==> src/rtl/rv_mem_arbiter_if.sv <==
// Bus bundle for rv_mem_arbiter: three requester ports, the downstream RV memory
// port, and the grant/err status lines.
interface rv_mem_arbiter_if;
  localparam int unsigned AW = 23;
  localparam int unsigned DW = 32;
  localparam int unsigned SW = 4;

  logic          m0_valid;
  logic [AW-1:0] m0_addr;
  logic [DW-1:0] m0_wdata;
  logic [SW-1:0] m0_wstrb;
  logic          m0_ready;
  logic [DW-1:0] m0_rdata;

  logic          m1_valid;
  logic [AW-1:0] m1_addr;
  logic [DW-1:0] m1_wdata;
  logic [SW-1:0] m1_wstrb;
  logic          m1_ready;
  logic [DW-1:0] m1_rdata;

  logic          m2_valid;
  logic [AW-1:0] m2_addr;
  logic [DW-1:0] m2_wdata;
  logic [SW-1:0] m2_wstrb;
  logic          m2_ready;
  logic [DW-1:0] m2_rdata;

  logic          rv_valid;
  logic [AW-1:0] rv_addr;
  logic [DW-1:0] rv_wdata;
  logic [SW-1:0] rv_wstrb;
  logic          rv_ready;
  logic [DW-1:0] rv_rdata;

  logic [2:0]    grant;
  logic          err;

  // Arbiter side
  modport slave (
    input  m0_valid, m0_addr, m0_wdata, m0_wstrb,
    input  m1_valid, m1_addr, m1_wdata, m1_wstrb,
    input  m2_valid, m2_addr, m2_wdata, m2_wstrb,
    output m0_ready, m0_rdata, m1_ready, m1_rdata, m2_ready, m2_rdata,
    output rv_valid, rv_addr, rv_wdata, rv_wstrb,
    input  rv_ready, rv_rdata,
    output grant, err
  );

  // Requesters plus downstream memory controller side
  modport master (
    output m0_valid, m0_addr, m0_wdata, m0_wstrb,
    output m1_valid, m1_addr, m1_wdata, m1_wstrb,
    output m2_valid, m2_addr, m2_wdata, m2_wstrb,
    input  m0_ready, m0_rdata, m1_ready, m1_rdata, m2_ready, m2_rdata,
    input  rv_valid, rv_addr, rv_wdata, rv_wstrb,
    output rv_ready, rv_rdata,
    input  grant, err
  );
endinterface

==> src/rtl/rv_mem_arbiter.sv <==
// Three-requester arbiter (m0 > m1 > m2 with starvation promotion of m1/m2) in front
// of the RV memory port. Optional BUSY watchdog enabled by macro ARB_TIMEOUT_EN.
module rv_mem_arbiter #(
  parameter int unsigned STARVE_LIMIT = 64,
  parameter int unsigned TIMEOUT      = 4096
) (
  input logic             clk,
  input logic             resetn,
  rv_mem_arbiter_if.slave bus
);
  localparam int unsigned AW = 23;
  localparam int unsigned DW = 32;
  localparam int unsigned SW = 4;
  localparam int unsigned NM = 3;
  localparam int unsigned CW = $clog2(STARVE_LIMIT + 1);
  localparam logic [DW-1:0] TIMEOUT_RDATA = 32'hDEAD_BEEF;

  typedef enum logic [1:0] {IDLE = 2'd0, BUSY = 2'd1, DONE = 2'd2} state_e;

  state_e        state_q, state_d;
  logic [NM-1:0] grant_q;
  logic          rv_valid_q;
  logic [AW-1:0] rv_addr_q;
  logic [DW-1:0] rv_wdata_q;
  logic [SW-1:0] rv_wstrb_q;
  logic [CW-1:0] m1_cnt_q, m1_cnt_d;
  logic [CW-1:0] m2_cnt_q, m2_cnt_d;

  logic [NM-1:0] valid_c;
  logic [NM-1:0] win_c;
  logic          starve1_c, starve2_c;
  logic          arb_c;
  logic          complete_c;
  logic          timeout_c;
  logic [AW-1:0] sel_addr_c;
  logic [DW-1:0] sel_wdata_c;
  logic [SW-1:0] sel_wstrb_c;
  logic [NM-1:0] ready_c;
  logic [DW-1:0] rdata_c;

  assign valid_c    = {bus.m2_valid, bus.m1_valid, bus.m0_valid};
  assign starve1_c  = bus.m1_valid && (m1_cnt_q == CW'(STARVE_LIMIT));
  assign starve2_c  = bus.m2_valid && (m2_cnt_q == CW'(STARVE_LIMIT));
  assign arb_c      = (state_q == IDLE) && (|valid_c);
  assign complete_c = (state_q == BUSY) && (bus.rv_ready || timeout_c);

  // Winner: starved m1, starved m2, then fixed priority m0 > m1 > m2
  always_comb begin
    win_c = '0;
    if (starve1_c)       win_c = 3'b010;
    else if (starve2_c)  win_c = 3'b100;
    else if (valid_c[0]) win_c = 3'b001;
    else if (valid_c[1]) win_c = 3'b010;
    else if (valid_c[2]) win_c = 3'b100;
  end

  always_comb begin
    sel_addr_c  = bus.m0_addr;
    sel_wdata_c = bus.m0_wdata;
    sel_wstrb_c = bus.m0_wstrb;
    if (win_c[1]) begin
      sel_addr_c  = bus.m1_addr;
      sel_wdata_c = bus.m1_wdata;
      sel_wstrb_c = bus.m1_wstrb;
    end else if (win_c[2]) begin
      sel_addr_c  = bus.m2_addr;
      sel_wdata_c = bus.m2_wdata;
      sel_wstrb_c = bus.m2_wstrb;
    end
  end

  // FSM state register
  always_ff @(posedge clk) begin
    if (!resetn) state_q <= IDLE;
    else         state_q <= state_d;
  end

  // FSM next state
  always_comb begin
    state_d = state_q;
    case (state_q)
      IDLE:    if (|valid_c) state_d = BUSY;
      BUSY:    if (complete_c) state_d = DONE;
      DONE:    state_d = IDLE;
      default: state_d = IDLE;
    endcase
  end

  // FSM outputs: completion pulse goes only to the current owner
  always_comb begin
    ready_c = '0;
    rdata_c = bus.rv_rdata;
    if (complete_c) ready_c = grant_q;
    if (timeout_c)  rdata_c = TIMEOUT_RDATA;
  end

  // Downstream request registers, held constant through BUSY
  always_ff @(posedge clk) begin
    if (!resetn) begin
      grant_q    <= '0;
      rv_valid_q <= 1'b0;
      rv_addr_q  <= '0;
      rv_wdata_q <= '0;
      rv_wstrb_q <= '0;
    end else if (arb_c) begin
      grant_q    <= win_c;
      rv_valid_q <= 1'b1;
      rv_addr_q  <= sel_addr_c;
      rv_wdata_q <= sel_wdata_c;
      rv_wstrb_q <= sel_wstrb_c;
    end else if (complete_c) begin
      grant_q    <= '0;
      rv_valid_q <= 1'b0;
    end
  end

  // Wait counters: clear when idle-valid or granted, else count up and saturate
  function automatic logic [CW-1:0] starve_next(input logic v, input logic g,
                                                input logic [CW-1:0] c);
    if (!v || g)                 return '0;
    if (c == CW'(STARVE_LIMIT))  return c;
    return c + CW'(1);
  endfunction

  assign m1_cnt_d = starve_next(bus.m1_valid, grant_q[1] | (arb_c & win_c[1]), m1_cnt_q);
  assign m2_cnt_d = starve_next(bus.m2_valid, grant_q[2] | (arb_c & win_c[2]), m2_cnt_q);

  always_ff @(posedge clk) begin
    if (!resetn) begin
      m1_cnt_q <= '0;
      m2_cnt_q <= '0;
    end else begin
      m1_cnt_q <= m1_cnt_d;
      m2_cnt_q <= m2_cnt_d;
    end
  end

`ifdef ARB_TIMEOUT_EN
  localparam int unsigned TW = $clog2(TIMEOUT + 1);

  logic [TW-1:0] wd_q, wd_d;
  logic          err_q, err_d;

  // Watchdog counts BUSY cycles; fires on the TIMEOUT-th one if rv_ready is absent
  assign timeout_c = (state_q == BUSY) && !bus.rv_ready && (wd_q == TW'(TIMEOUT - 1));
  assign wd_d      = (state_q == BUSY) ? wd_q + TW'(1) : '0;
  assign err_d     = err_q | timeout_c;

  always_ff @(posedge clk) begin
    if (!resetn) begin
      wd_q  <= '0;
      err_q <= 1'b0;
    end else begin
      wd_q  <= wd_d;
      err_q <= err_d;
    end
  end

  assign bus.err = err_q;
`else
  logic unused_timeout;

  assign unused_timeout = ^32'(TIMEOUT);
  assign timeout_c      = 1'b0;
  assign bus.err        = 1'b0;
`endif

  assign bus.grant    = grant_q;
  assign bus.rv_valid = rv_valid_q;
  assign bus.rv_addr  = rv_addr_q;
  assign bus.rv_wdata = rv_wdata_q;
  assign bus.rv_wstrb = rv_wstrb_q;
  assign bus.m0_ready = ready_c[0];
  assign bus.m1_ready = ready_c[1];
  assign bus.m2_ready = ready_c[2];
  assign bus.m0_rdata = rdata_c;
  assign bus.m1_rdata = rdata_c;
  assign bus.m2_rdata = rdata_c;
endmodule

==> src/flat_wrapper.sv <==
// flat-port wrapper written by rule: the top's interface ports become plain ports
module rv_mem_arbiter_flat 
#(
  parameter int unsigned STARVE_LIMIT = 64,
  parameter int unsigned TIMEOUT      = 4096
)
  (clk, resetn, bus_m0_valid, bus_m0_addr, bus_m0_wdata, bus_m0_wstrb, bus_m1_valid, bus_m1_addr, bus_m1_wdata, bus_m1_wstrb, bus_m2_valid, bus_m2_addr, bus_m2_wdata, bus_m2_wstrb, bus_m0_ready, bus_m0_rdata, bus_m1_ready, bus_m1_rdata, bus_m2_ready, bus_m2_rdata, bus_rv_valid, bus_rv_addr, bus_rv_wdata, bus_rv_wstrb, bus_rv_ready, bus_rv_rdata, bus_grant, bus_err);
  rv_mem_arbiter_if bus_i ();
  input logic clk;
  input logic resetn;
  input wire logic [$bits(bus_i.m0_valid)-1:0] bus_m0_valid;
  input wire logic [$bits(bus_i.m0_addr)-1:0] bus_m0_addr;
  input wire logic [$bits(bus_i.m0_wdata)-1:0] bus_m0_wdata;
  input wire logic [$bits(bus_i.m0_wstrb)-1:0] bus_m0_wstrb;
  input wire logic [$bits(bus_i.m1_valid)-1:0] bus_m1_valid;
  input wire logic [$bits(bus_i.m1_addr)-1:0] bus_m1_addr;
  input wire logic [$bits(bus_i.m1_wdata)-1:0] bus_m1_wdata;
  input wire logic [$bits(bus_i.m1_wstrb)-1:0] bus_m1_wstrb;
  input wire logic [$bits(bus_i.m2_valid)-1:0] bus_m2_valid;
  input wire logic [$bits(bus_i.m2_addr)-1:0] bus_m2_addr;
  input wire logic [$bits(bus_i.m2_wdata)-1:0] bus_m2_wdata;
  input wire logic [$bits(bus_i.m2_wstrb)-1:0] bus_m2_wstrb;
  output wire logic [$bits(bus_i.m0_ready)-1:0] bus_m0_ready;
  output wire logic [$bits(bus_i.m0_rdata)-1:0] bus_m0_rdata;
  output wire logic [$bits(bus_i.m1_ready)-1:0] bus_m1_ready;
  output wire logic [$bits(bus_i.m1_rdata)-1:0] bus_m1_rdata;
  output wire logic [$bits(bus_i.m2_ready)-1:0] bus_m2_ready;
  output wire logic [$bits(bus_i.m2_rdata)-1:0] bus_m2_rdata;
  output wire logic [$bits(bus_i.rv_valid)-1:0] bus_rv_valid;
  output wire logic [$bits(bus_i.rv_addr)-1:0] bus_rv_addr;
  output wire logic [$bits(bus_i.rv_wdata)-1:0] bus_rv_wdata;
  output wire logic [$bits(bus_i.rv_wstrb)-1:0] bus_rv_wstrb;
  input wire logic [$bits(bus_i.rv_ready)-1:0] bus_rv_ready;
  input wire logic [$bits(bus_i.rv_rdata)-1:0] bus_rv_rdata;
  output wire logic [$bits(bus_i.grant)-1:0] bus_grant;
  output wire logic [$bits(bus_i.err)-1:0] bus_err;
  assign bus_i.m0_valid = bus_m0_valid;
  assign bus_i.m0_addr = bus_m0_addr;
  assign bus_i.m0_wdata = bus_m0_wdata;
  assign bus_i.m0_wstrb = bus_m0_wstrb;
  assign bus_i.m1_valid = bus_m1_valid;
  assign bus_i.m1_addr = bus_m1_addr;
  assign bus_i.m1_wdata = bus_m1_wdata;
  assign bus_i.m1_wstrb = bus_m1_wstrb;
  assign bus_i.m2_valid = bus_m2_valid;
  assign bus_i.m2_addr = bus_m2_addr;
  assign bus_i.m2_wdata = bus_m2_wdata;
  assign bus_i.m2_wstrb = bus_m2_wstrb;
  assign bus_m0_ready = bus_i.m0_ready;
  assign bus_m0_rdata = bus_i.m0_rdata;
  assign bus_m1_ready = bus_i.m1_ready;
  assign bus_m1_rdata = bus_i.m1_rdata;
  assign bus_m2_ready = bus_i.m2_ready;
  assign bus_m2_rdata = bus_i.m2_rdata;
  assign bus_rv_valid = bus_i.rv_valid;
  assign bus_rv_addr = bus_i.rv_addr;
  assign bus_rv_wdata = bus_i.rv_wdata;
  assign bus_rv_wstrb = bus_i.rv_wstrb;
  assign bus_i.rv_ready = bus_rv_ready;
  assign bus_i.rv_rdata = bus_rv_rdata;
  assign bus_grant = bus_i.grant;
  assign bus_err = bus_i.err;
  rv_mem_arbiter #(.STARVE_LIMIT(STARVE_LIMIT), .TIMEOUT(TIMEOUT)) u_core (.clk(clk), .resetn(resetn), .bus(bus_i));
endmodule
==> config.mk <==
export PLATFORM = sky130hd
export DESIGN_NAME = rv_mem_arbiter_flat
export DESIGN_NICKNAME = d
export VERILOG_FILES = /design/src/rtl/rv_mem_arbiter_if.sv /design/src/rtl/rv_mem_arbiter.sv /design/src/flat_wrapper.sv
export SDC_FILE = /design/constraint.sdc
export NUM_CORES = 1
export LEC_CHECK = 0
export BUFFER_PORTS_ARGS = -buffer_cell sky130_fd_sc_hd__buf_2
export CAP_MARGIN = 0
export CORE_AREA = 2 2 147 149
export CTS_BUF_LIST = sky130_fd_sc_hd__clkbuf_2
export DETAILED_ROUTE_END_ITERATION = 10
export DIE_AREA = 0 0 149 151
export PLACE_DENSITY = 0.59
export REMOVE_ABC_BUFFERS = 1
export SLEW_MARGIN = 20
export SYNTH_ARGS = -nofsm -noshare
export SYNTH_HDL_FRONTEND = slang
export SYNTH_SLANG_ARGS = --single-unit
==> constraint.sdc <==
create_clock -name clk -period 4 [get_ports clk]
set_input_delay 0.2 -clock clk [delete_from_list [all_inputs] [get_ports clk]]
set_output_delay 0.2 -clock clk [all_outputs]
set_load 0.02 [all_outputs]
======== After elaboration in Yosys (flattened, before gate mapping) ========
Index checks and enable logic that the tools add are counted.
storage, ports and cells
  register bits after elaboration ......... 79
  input bits .............................. 215
  output and inout port bits .............. 163
  word-level logic and storage cells ...... 66
cells by class
  add/sub/neg operators ................... 2
  eq/ne operators ......................... 7
  muxes and demuxes ....................... 33
  bitwise gates (word level) .............. 4
  reduce and logical (&&, ||, !) cells .... 12
operators by type and width
  operator                                                          number
  32-bit two-way mux                                                2
  7-bit two-way mux                                                 8
  23-bit two-way mux                                                2
  3-bit two-way mux                                                 8
  7-bit by 1-bit adder with 7-bit output (second input constant)    2
  7-bit == test (second input constant)                             2
  1-bit two-way mux                                                 8
  4-bit two-way mux                                                 2
  3-bit != test (second input constant)                             2
  1-bit logical AND                                                 4
  2-bit two-way mux                                                 2
  2-bit one-hot mux with 2 select lines                             1
  3-bit OR reduction                                                1
  1-bit AND                                                         2
  2-bit by 1-bit == test with 1-bit output (second input constant)  1
  1-bit zero test                                                   2
  2-bit zero test                                                   1
  1-bit logical OR                                                  2
  2-bit by 1-bit != test with 1-bit output (second input constant)  1
  2-bit != test (second input constant)                             1
  1-bit bitwise OR                                                  2
  2-bit AND reduction                                               1
  2-bit nonzero test                                                1

======== Logic depth before layout (Yosys ltp) ========
Gate-level depths: netlist (run 1).
  depth after elaboration ................. 12
  depth in mapped cells ................... 10

======== Worst setup path before layout (run 1) ========
OpenSTA, ideal clock, no wires.
  kind .................................... reg2reg
  start point ............................. register u_core.m1_cnt_q[2]
  end point ............................... register u_core.rv_addr_q[3] (netlist: u_core.bus.rv_addr[3])
  library setup time ...................... 0.058 ns
  data arrival time ....................... 2.114 ns
  setup slack ............................. 1.829 ns
  cell stages (with the launch flop) ...... 9
  clock period less this slack ............ 2.171 ns
  path through ............................ dfxtp_1 -> or4b_1 -> or3b_1 -> buf_2 -> a211oi_4 -> buf_4 -> buf_6 -> a22o_1 -> a21o_1
on the way
  cells in the longest elaborated chain, start to end .. 5
ends and longest elaborated chain
  what                      line                   text
  start: declaration        rv_mem_arbiter.sv:26   logic [CW-1:0] m1_cnt_q, m1_cnt_d;
  start signal: assignment  rv_mem_arbiter.sv:133  m1_cnt_q <= m1_cnt_d;
  7-bit == test *           rv_mem_arbiter.sv:42   assign starve1_c = bus.m1_valid && (m1_cnt_q == CW'(STARVE_LIMIT));
  1-bit logical AND *       rv_mem_arbiter.sv:42
  3-bit two-way mux *       rv_mem_arbiter.sv:50   if (starve1_c) win_c = 3'b010;
  23-bit two-way mux        rv_mem_arbiter.sv:65   end else if (win_c[2]) begin
  23-bit two-way mux *      rv_mem_arbiter.sv:61   if (win_c[1]) begin
  end signal: assignment    rv_mem_arbiter.sv:108  rv_addr_q <= sel_addr_c;
  end: declaration          rv_mem_arbiter.sv:23   logic [AW-1:0] rv_addr_q;
Every way passes the cells marked *; elsewhere a longest branch is shown, timed or not.
A chain may end at the register's enable or synchronous reset.

======== Worst setup path in the final report (run 1) ========
  start point ............................. register u_core.m2_cnt_q[2]
  end point ............................... register u_core.rv_addr_q[4] (netlist: u_core.bus.rv_addr[4])
on the way
  cells in the longest elaborated chain, start to end .. 6
ends and longest elaborated chain
  what                      line                   text
  start: declaration        rv_mem_arbiter.sv:27   logic [CW-1:0] m2_cnt_q, m2_cnt_d;
  start signal: assignment  rv_mem_arbiter.sv:134  m2_cnt_q <= m2_cnt_d;
  7-bit == test *           rv_mem_arbiter.sv:43   assign starve2_c = bus.m2_valid && (m2_cnt_q == CW'(STARVE_LIMIT));
  1-bit logical AND *       rv_mem_arbiter.sv:43
  3-bit two-way mux *       rv_mem_arbiter.sv:51   else if (starve2_c) win_c = 3'b100;
  3-bit two-way mux *       rv_mem_arbiter.sv:50
  23-bit two-way mux        rv_mem_arbiter.sv:65
  23-bit two-way mux *      rv_mem_arbiter.sv:61
Marks and branches as above.

==> results of run 1 <==
## cell usage in the layout (no fill, tap or decap), types with 8 or more instances in the layout
| cell | netlist | layout |
|---|---|---|
| a22o_1 | 56 | 56 |
| dfxtp_1 | 79 | 79 |
| dlygate4sd3_1 | 0 | 123 |
| clkbuf_2 | 0 | 10 |
| a21o_1 | 56 | 56 |
| a21oi_1 | 63 | 63 |
| nor2_1 | 18 | 18 |
| nand3_1 | 8 | 8 |
| buf_2 | 6 | 248 |
| nand2_1 | 67 | 67 |
| a31o_2 | 57 | 57 |
## stage by stage
stage,util (%),power (W),hold WS [ns]
detailed placement,28.2,0.00142,0.400
global route,34.6,0.00206,0.108
global placement,28.2,0.00142,0.400
CTS,34.5,0.00196,0.0644
floorplan,-,0.00118,0.322
finish,34.6,0.00194,0.131
## worst paths after layout
path                                               to  slack [ns]
worst max-delay path            u_core.bus.rv_addr[4]        0.63
worst min-delay path              u_core.bus.grant[2]        0.13
worst max register to register  u_core.bus.rv_addr[4]        0.63
worst min register to register    u_core.bus.grant[2]        0.51
## where the power goes
group / internal [W] / switching, W / total [W]
sequential: 0.000853 / 0.0000377 / 0.000891
clock: 0.0000806 / 0.000314 / 0.000394
combinational: 0.000344 / 0.000309 / 0.000652
total: 0.00128 / 0.000660 / 0.00194
## registers in the layout (all words and copies together), names as in the netlist
name / count
u_core.bus.grant: 3
u_core.bus.rv_addr: 23
u_core.bus.rv_valid: 1
u_core.bus.rv_wdata: 32
u_core.bus.rv_wstrb: 4
u_core.m1_cnt_q: 7
u_core.m2_cnt_q: 7
u_core.state_q: 2
## timing repair
item                                   in CTS  in global routing
gates resized for setup                     0                  0
hold buffers                              123                  0
setup buffers                               0                  0
endpoints found under the hold margin      65                  0
## layer usage
layer | part of all wire [%] | vias up | global-route usage, %
met3 | 13 | 26 | 10.7
met4 | 1.7 | 2 | 4.62
met5 | 0.26 | - | 4.32
met1 | 42 | 2645 | 22.5
li1 | - | 2617 | -
met2 | 43 | 309 | 27.4
## critical path, cell delays in order (launching register included)
cell           delay, ns
dfxtp_1             0.41
nor4b_1             0.60
nand2_1             0.32
a21boi_0            0.31
o211a_2             0.70
buf_12              0.27
a21o_1              0.14
dlygate4sd3_1       0.55
## area by class of cell
| cell class | instances | area, sq um |
|---|---|---|
| fill | 2239 | 13600 |
| timing repair buffer | 381 | 2580 |
| multi-input combinational | 387 | 2580 |
| sequential | 79 | 1580 |
| tap | 275 | 344 |
| clock buffer | 10 | 50.0 |
| clock inverter | 6 | 37.5 |
| inverter | 5 | 18.8 |
| antenna | 1 | 2.50 |
## logic make-up (layout without fill, tap and decap cells)
group / after synthesis / count (layout) / share of synthesized area, %
simple gates: 119 / 119 / 10.5
flops: 79 / 79 / 30.9
buf+inv: 158 / 402 / 19.1
other cells: 1 / 2 / 0.0732
compound gates: 252 / 252 / 36.6
fa+ha+maj: 4 / 4 / 0.978
xor+xnor: 11 / 11 / 1.88
==> results.cfg, run 1 <==
[place]
place_inst = 1004
post-place-ws_ns = 1.26
post-dp-hpwl_um = 15500
finalWeightedCongestion = 0.807
place_area_sq_um = 5870
io_buffer_count = 248

[synthesis]
netlist_top_cells_area = dfxtp_1 31%, buf_4 14%, a31o_2 9.8%
synth_edf_count = 0
netlist_area_sq_um = 5120
ys_ff_latch = 79
synth_top_cell_area_share_pct = 30.9
synth-seq-area-share_pct = 30.9
ys.flop_type = dfxtp_1
async_flop_share_pct = 0
synth_commonest_cells = 98 x buf_4, 79 x dfxtp_1, 67 x nand2_1, 63 x a21oi_1, 57 x a31o_2
yosys_warnings = 0
syn_inst = 624
yosysMostFrequentCell = buf_4
synth.avg_cell_area_sq_um = 8.20
synthDistinctLibCells = 42
synth_top_area_cell = dfxtp_1

[drt]
routed_wl_um = 22100
drc = 0
avgRoutedWirePerCell_um = 19.3
avgViaCountPerCell = 4.89
vias = 5599
drt-initial-drc-count = 285
ant_nets = 0
drtPass1Iterations = 4

[sta]
finalSetupTns_ns = 0
rsz0062_at_grt = no
slew_headroom_pct = 48.0
min_period_over_period_pct = 84.2
min_period_ns = 3.37
setup_ws_ns = 0.632
hold_viol = 0
skew_ns = 0.0209
timing.fmax_mhz = 297
slew_violations = 0
tightest_slew_ns = 0.776
setup_viol = 0

[die]
start_util_pct = 24.6
die_w_um = 149
fp.dieH_um = 151
fp.coreArea_sq_um = 20800
rows = 53
fp.dieArea_sq_um = 22500
ios = 378

[global_route]
grt_usage_pct = 18.4
grt_max_degree = 44
grt_pass1_wl_um = 31100
first_global_vias = 5406
grt_overflow = 0
antenna_found_initial = 1

[flow_run]
cap_violations = 0

[run_status]
status = complete, no violations

[critical_path]
rr_worst_depth = 7
cp-end-kind = register
cp_max_fo = 29
cp.required_ns = 4.52
startpoint_type = register
worstSetupPathType = reg -> reg
critPathLaunch = u_core.m2_cnt_q[2]
rr_startpoint = u_core.m2_cnt_q[2]
critical_path_arrival_ns = 3.89

[cts]
cts_buffer_depth = 2
numClockSinks = 79
clk_pin_slew_worst_paths_ns = 0.24
htree_levels = 3
cts_tree = done
ctsRootBufferMaster = clkbuf_2
cts_made_buffers = 9
clk_latency_ns = 0.58

[pwr]
vdd_ir_drop_max_mv = 0.119
pwr_density_cell_nw_per_um2 = 269
power.leakage_nw = 3.92

[layout]
stdcell_area_sq_um = 7200
layout.nets = 1082
instances_no_fill = 1144
drive_gt1_share_pct = 39.1
area_delta_synth_final_pct = 40.5

[min_path]
min_path_type = in -> reg
worstHoldStart = bus_m2_valid
min_delay_path_depth = 3
Power figures use the tool's default switching activity.
==> inputs of run 2 (changes only) <==
--- a/config.mk
+++ b/config.mk
@@ -5,13 +5,14 @@
 export SDC_FILE = /design/constraint.sdc
 export NUM_CORES = 1
 export LEC_CHECK = 0
+export ABC_AREA = 1
 export BUFFER_PORTS_ARGS = -buffer_cell sky130_fd_sc_hd__buf_2
 export CAP_MARGIN = 0
-export CORE_AREA = 2 2 147 149
+export CORE_AREA = 2 2 146 148
 export CTS_BUF_LIST = sky130_fd_sc_hd__clkbuf_2
 export DETAILED_ROUTE_END_ITERATION = 10
-export DIE_AREA = 0 0 149 151
-export PLACE_DENSITY = 0.59
+export DIE_AREA = 0 0 148 150
+export PLACE_DENSITY = 0.64
 export REMOVE_ABC_BUFFERS = 1
 export SLEW_MARGIN = 20
 export SYNTH_ARGS = -nofsm -noshare
==> constraint.sdc (replaced) <==
create_clock -name clk -period 2.9 [get_ports clk]
set_input_delay 0.145 -clock clk [delete_from_list [all_inputs] [get_ports clk]]
set_output_delay 0.145 -clock clk [all_outputs]
set_load 0.02 [all_outputs]
==> results.cfg, run 2 <==
[run_status]
status = complete, no violations

[layout]
stdcell_area_sq_um = 7740
largest_register_ff_count = 32
fillCellCount = 2226
layout.nets = 1345
instances_no_fill = 1406
final_cell_mix = 248 x buf_2, 199 x nand2_1, 134 x inv_1
final_common_cell = buf_2
drive_gt1_share_pct = 25.7
area_delta_synth_final_pct = 38.9
final_core_util_pct = 37.4

[pwr]
pwr_density_cell_nw_per_um2 = 379
power.leakage_nw = 4.07
p_comb_share_pct = 34.5
pwr-share-seq_pct = 41.9
pwr-share-clk_pct = 23.6
p_int_w = 0.00192
p_sw_w = 0.00102
power.total_w = 0.00294
switching_share_pct = 34.7
vdd_ir_drop_max_mv = 0.220

[synthesis]
syn_inst = 870
synth_compound_area_share_pct = 6.40
synth_edf_count = 0
synth_commonest_cells = 199 x nand2_1, 135 x inv_1, 126 x nand3_1, 98 x buf_4, 79 x dfxtp_1
synth_top_area_cell = dfxtp_1
synth-xor-area-share_pct = 1.10
yosysMostFrequentCell = nand2_1
ys_ff_latch = 79
synthDistinctLibCells = 28
synthAdderAreaFrac_pct = 0.898
synth_top_cell_area_share_pct = 28.4
yosys_warnings = 0
synth-simple-area-share_pct = 36.9
synth.avg_cell_area_sq_um = 6.41
synth_top_family_by_area = simple AND/OR/NAND/NOR gates
ys.flop_type = dfxtp_1
netlist_top_cells_area = dfxtp_1 28%, nand2_1 13%, buf_4 13%
synth-seq-area-share_pct = 28.4
muxShareOfSynthArea_pct = 0
netlist_area_sq_um = 5570
async_flop_share_pct = 0

[sta]
slew_violations = 0
tightest_slew_ns = 0.785
setup_viol = 0
hold_viol = 0
min_period_ns = 2.65
slew_headroom_pct = 47.7
setup_ws_ns = 0.253
timing.fmax_mhz = 378
skew_ns = 0.0465
rsz0062_at_grt = no
min_period_over_period_pct = 91.3

[global_route]
grt_usage_pct = 20.2
grt_overflow = 0
grt_max_degree = 62
grt_pass1_wl_um = 34200
antenna_found_initial = 1
first_global_vias = 6196

[critical_path]
path_cells = inv_1 > ha_1 > nand2_1 > nor2_2 > nand3_2 > nand2_2 > buf_4 > nand3b_1 > nand3_1 > a21oi_1 > dlygate4sd3_1
worstSetupPathType = reg -> reg
cp_slowest_cell = dlygate4sd3_1
startpoint_type = register
rr_worst_depth = 11
cp.required_ns = 3.36
rr_startpoint = u_core.m2_cnt_q[0]
rrSetupSlack_ns = 0.25
cp_max_fo = 60
crit_path_max_incr_delay_ns = 0.58
reg2reg_to = u_core.bus.rv_wdata[20]
critical_path_arrival_ns = 3.11
cp-end-kind = register

[min_path]
whs_endpoint = bus_m1_rdata[18]
min_delay_path_depth = 0
min_path_type = in -> out
worstHoldStart = bus_rv_rdata[18]

[die]
start_util_pct = 26.9
ios = 378
fp.coreArea_sq_um = 20700
fp.dieArea_sq_um = 22200
die_w_um = 148
rows = 53
fp.dieH_um = 150

[cts]
cts_buffer_depth = 2
clk_pin_slew_worst_paths_ns = 0.22
clk_latency_ns = 0.58
cts_made_buffers = 9
cts_tree = done
numClockSinks = 79
cts_setup_buffers = 0
ctsRootBufferMaster = clkbuf_2
htree_levels = 3

[drt]
ant_nets = 0
avgRoutedWirePerCell_um = 16.7
drtPass1Iterations = 5
avgViaCountPerCell = 4.59
vias = 6451
drt-initial-drc-count = 314
drc = 0
routed_wl_um = 23500

[place]
place_inst = 1260
io_buffer_count = 248
post-dp-hpwl_um = 16800
finalWeightedCongestion = 0.933
place_area_sq_um = 6310
post-place-ws_ns = 0.711

[flow_run]
cap_violations = 0
## run 2: logic make-up after synthesis
logic type | Yosys count
adders and majority gates | 4
other | 1
DFF | 79
buffers and inverters | 284
AOI/OAI and AO/OA | 71
xor gates and xnor gates | 7
and+or+nand+nor | 424
## run 2: per-layer routing
metal,track usage (%),up-vias,share of wire (%)
met5,4.32,-,0.44
met4,6.71,2,2.0
met3,13.0,35,16
met2,30.8,367,44
met1,22.8,2923,38
li1,-,3124,-
## run 2: worst max-delay path by stage
| stage | slack, ns | startpoint | depth (start not counted) | end |
|---|---|---|---|---|
| after global routing | 0.04 | u_core.m2_cnt_q[0] | 12 | u_core.bus.rv_addr[4] |
| after floorplan | -0.13 | u_core.state_q[0] | 6 | u_core.bus.rv_addr[0] |
| after global placement | 0.81 | u_core.m2_cnt_q[0] | 10 | u_core.m2_cnt_q[2] |
| after detailed placement | 0.71 | u_core.m2_cnt_q[0] | 10 | u_core.m2_cnt_q[3] |
| final | 0.25 | u_core.m2_cnt_q[0] | 11 | u_core.bus.rv_wdata[20] |
| after CTS | 0.24 | u_core.m2_cnt_q[0] | 12 | u_core.bus.rv_wdata[20] |
## run 2: power groups by stage
stage          Sequential (W)  Combinational (W)  Clock [W]
6_report              0.00123            0.00101   0.000694
5_1_grt               0.00124            0.00111   0.000771
4_1_cts               0.00123            0.00101   0.000723
3_5_place_dp          0.00125           0.000822          0
3_3_place_gp          0.00125           0.000817          0
2_1_floorplan         0.00135           0.000356          0
## run 2: final cells by class
class                      count  area, sq um  area share (%)
antenna                        1         2.50          0.0323
clock inverter                 5         73.8           0.953
timing repair buffer         391         2640            34.1
clock buffer                  10         50.0           0.646
sequential                    79         1580            20.4
multi-input combinational    507         2530            32.7
tap                          275          344            4.44
inverter                     138          518            6.69
## run 2: repair_timing
item | in CTS | in global routing
resized for setup | 0 | 1
setup endpoints to repair | 0 | 2
hold buffers | 130 | 0
endpoints found under the hold margin | 79 | 0
## run 2: critical path: cells and delay by family (launching register included)
kind                       cells  cell delay [ns]
buffers and inverters          3             1.22
AOI/OAI and AO/OA              1             0.07
and+or+nand+nor                6             0.69
adders and majority gates      1             0.15
DFF                            1             0.38
## run 2: stage by stage
stage / TNS, ns / hold WS [ns]
6_report: 0 / 0.290
5_1_grt: 0 / 0.290
4_1_cts: 0 / 0.290
3_5_place_dp: 0 / 0.290
3_3_place_gp: 0 / 0.290
2_1_floorplan: -7.62 / 0.290
==> inputs of run 3 (changes only) <==
--- a/config.mk
+++ b/config.mk
@@ -12,6 +12,7 @@
 export CTS_BUF_LIST = sky130_fd_sc_hd__clkbuf_2
 export DETAILED_ROUTE_END_ITERATION = 10
 export DIE_AREA = 0 0 148 150
+export GPL_TIMING_DRIVEN = 0
 export PLACE_DENSITY = 0.64
 export REMOVE_ABC_BUFFERS = 1
 export SLEW_MARGIN = 20
==> results.cfg, run 3 (same netlist as run 2, synthesis figures left out) <==
[run_status]
status = complete, no violations

[sta]
slew_violations = 0
tightest_slew_ns = 0.844
min_period_over_period_pct = 92.9
hold_viol = 0
setup_viol = 0
min_period_ns = 2.69
rsz0062_at_grt = no
skew_ns = 0.0243
slew_headroom_pct = 43.7
holdWs_ns = 0.0781
timing.fmax_mhz = 371

[cts]
clk_latency_ns = 0.58
cts_tree = done
htree_levels = 3
cts_made_buffers = 9
numClockSinks = 79
cts_buffer_depth = 2
clk_pin_slew_worst_paths_ns = 0.22
ctsRootBufferMaster = clkbuf_2

[layout]
final_cell_mix = 248 x buf_2, 199 x nand2_1, 181 x dlygate4sd3_1
drive_gt1_share_pct = 24.5
largest_register_ff_count = 32
stdcell_area_sq_um = 8370
final_common_cell = buf_2
layout.nets = 1395
area_delta_synth_final_pct = 50.2

[critical_path]
rr_startpoint = u_core.state_q[0]
cp-end-kind = register
cp_max_fo = 62
critical_path_arrival_ns = 3.20
rr_worst_depth = 8
startpoint_type = register
cp.required_ns = 3.41
worstSetupPathType = reg -> reg
critPathLaunch = u_core.state_q[0]

[global_route]
grt_pass1_wl_um = 38800
grt_usage_pct = 23.4
use_met3_pct = 14.1
busiest_layer = met2
grt_max_degree = 63
first_global_vias = 6754
gr-usage-met1_pct = 26.3
grt_use_met2_pct = 34.0
grt_overflow = 0
antenna_found_initial = 1

[drt]
ant_nets = 0
vias = 7115
drc = 0
avgRoutedWirePerCell_um = 18.8
drtPass1Iterations = 8
drt-initial-drc-count = 505
avgViaCountPerCell = 4.89
routed_wl_um = 27300

[pwr]
pwr-share-clk_pct = 23.4
pwr_density_cell_nw_per_um2 = 359
p_int_w = 0.00194
vdd_ir_drop_max_mv = 0.200
p_sw_w = 0.00106
p_comb_share_pct = 35.8
switching_share_pct = 35.4
power.leakage_nw = 4.21
pwr-share-seq_pct = 40.8

[min_path]
worstHoldStart = bus_m2_wstrb[1]
min_delay_path_depth = 4
min_path_type = in -> reg

[die]
rows = 53
die_w_um = 148
fp.dieArea_sq_um = 22200
start_util_pct = 26.9
fp.coreArea_sq_um = 20700
fp.dieH_um = 150
ios = 378

[flow_run]
cap_violations = 0

[place]
finalWeightedCongestion = 0.918
place_area_sq_um = 6340
post-dp-hpwl_um = 16000
io_buffer_count = 248
## run 3: area by class of cell
class	instances	area, sq um
diodes	1	2.50
clock buffers	10	50.0
clock inverters	5	73.8
fillers	2060	12300
inverters	138	523
multi-input cells	510	2610
flip-flops and latches	79	1580
well taps	275	344
repair buffers	438	3190
## run 3: through the flow
step / util (%) / TNS, ns / worst slack [ns] / power, W / cells
3_5_place_dp: 30.6 / -38.20 / -0.724 / 0.00209 / 1252
6_report: 40.5 / 0 / 0.206 / 0.00300 / 1456
5_1_grt: 40.5 / 0 / 0.0316 / 0.00317 / 1456
2_1_floorplan: - / -7.62 / -0.129 / 0.00171 / 724
3_3_place_gp: 30.0 / -129.20 / -2.31 / 0.00205 / 1247
4_1_cts: 40.3 / 0 / 0.0114 / 0.00300 / 1451
## run 3: power groups by stage
| stage | clock, W | combinational, W | sequential, W |
|---|---|---|---|
| finish | 0.000702 | 0.00108 | 0.00123 |
| global route | 0.000775 | 0.00116 | 0.00124 |
| CTS | 0.000734 | 0.00105 | 0.00122 |
| detailed placement | 0 | 0.000848 | 0.00125 |
| global placement | 0 | 0.000810 | 0.00124 |
| floorplan | 0 | 0.000356 | 0.00135 |
## run 3: routing by layer
layer | share of wire, % | wire length [um]
met1 | 38 | 10500
met2 | 43 | 11700
met3 | 14 | 3890
met4 | 3.6 | 996
met5 | 1.0 | 278
## run 3: worst paths after layout
| path | to | slack [ns] |
|---|---|---|
| setup / recovery | u_core.bus.rv_wstrb[1] | 0.21 |
| hold / removal | u_core.bus.rv_wstrb[1] | 0.08 |
| setup reg to reg | u_core.bus.rv_wstrb[1] | 0.21 |
| hold reg to reg | u_core.bus.rv_valid | 0.48 |
## run 3: repair_timing
action / 4_1_cts / 5_1_grt
cloned: 3 / 0
endpoints found under the hold margin: 79 / 0
hold buffers: 181 / 0
setup buffers: 0 / 4
endpoints found under the setup margin: 67 / 38
pin swaps: 2 / 1
gates resized for setup: 2 / 0
## run 3: worst max-delay path, stage by stage, from the launching register on
cell and delay (ns):
dfxtp_1 0.38, or2_1 0.24, nor2_4 0.40, buf_12 0.25
inv_4 0.29, nor2_4 0.43, buf_12 0.24, nand3_1 0.17
a21oi_1 0.17
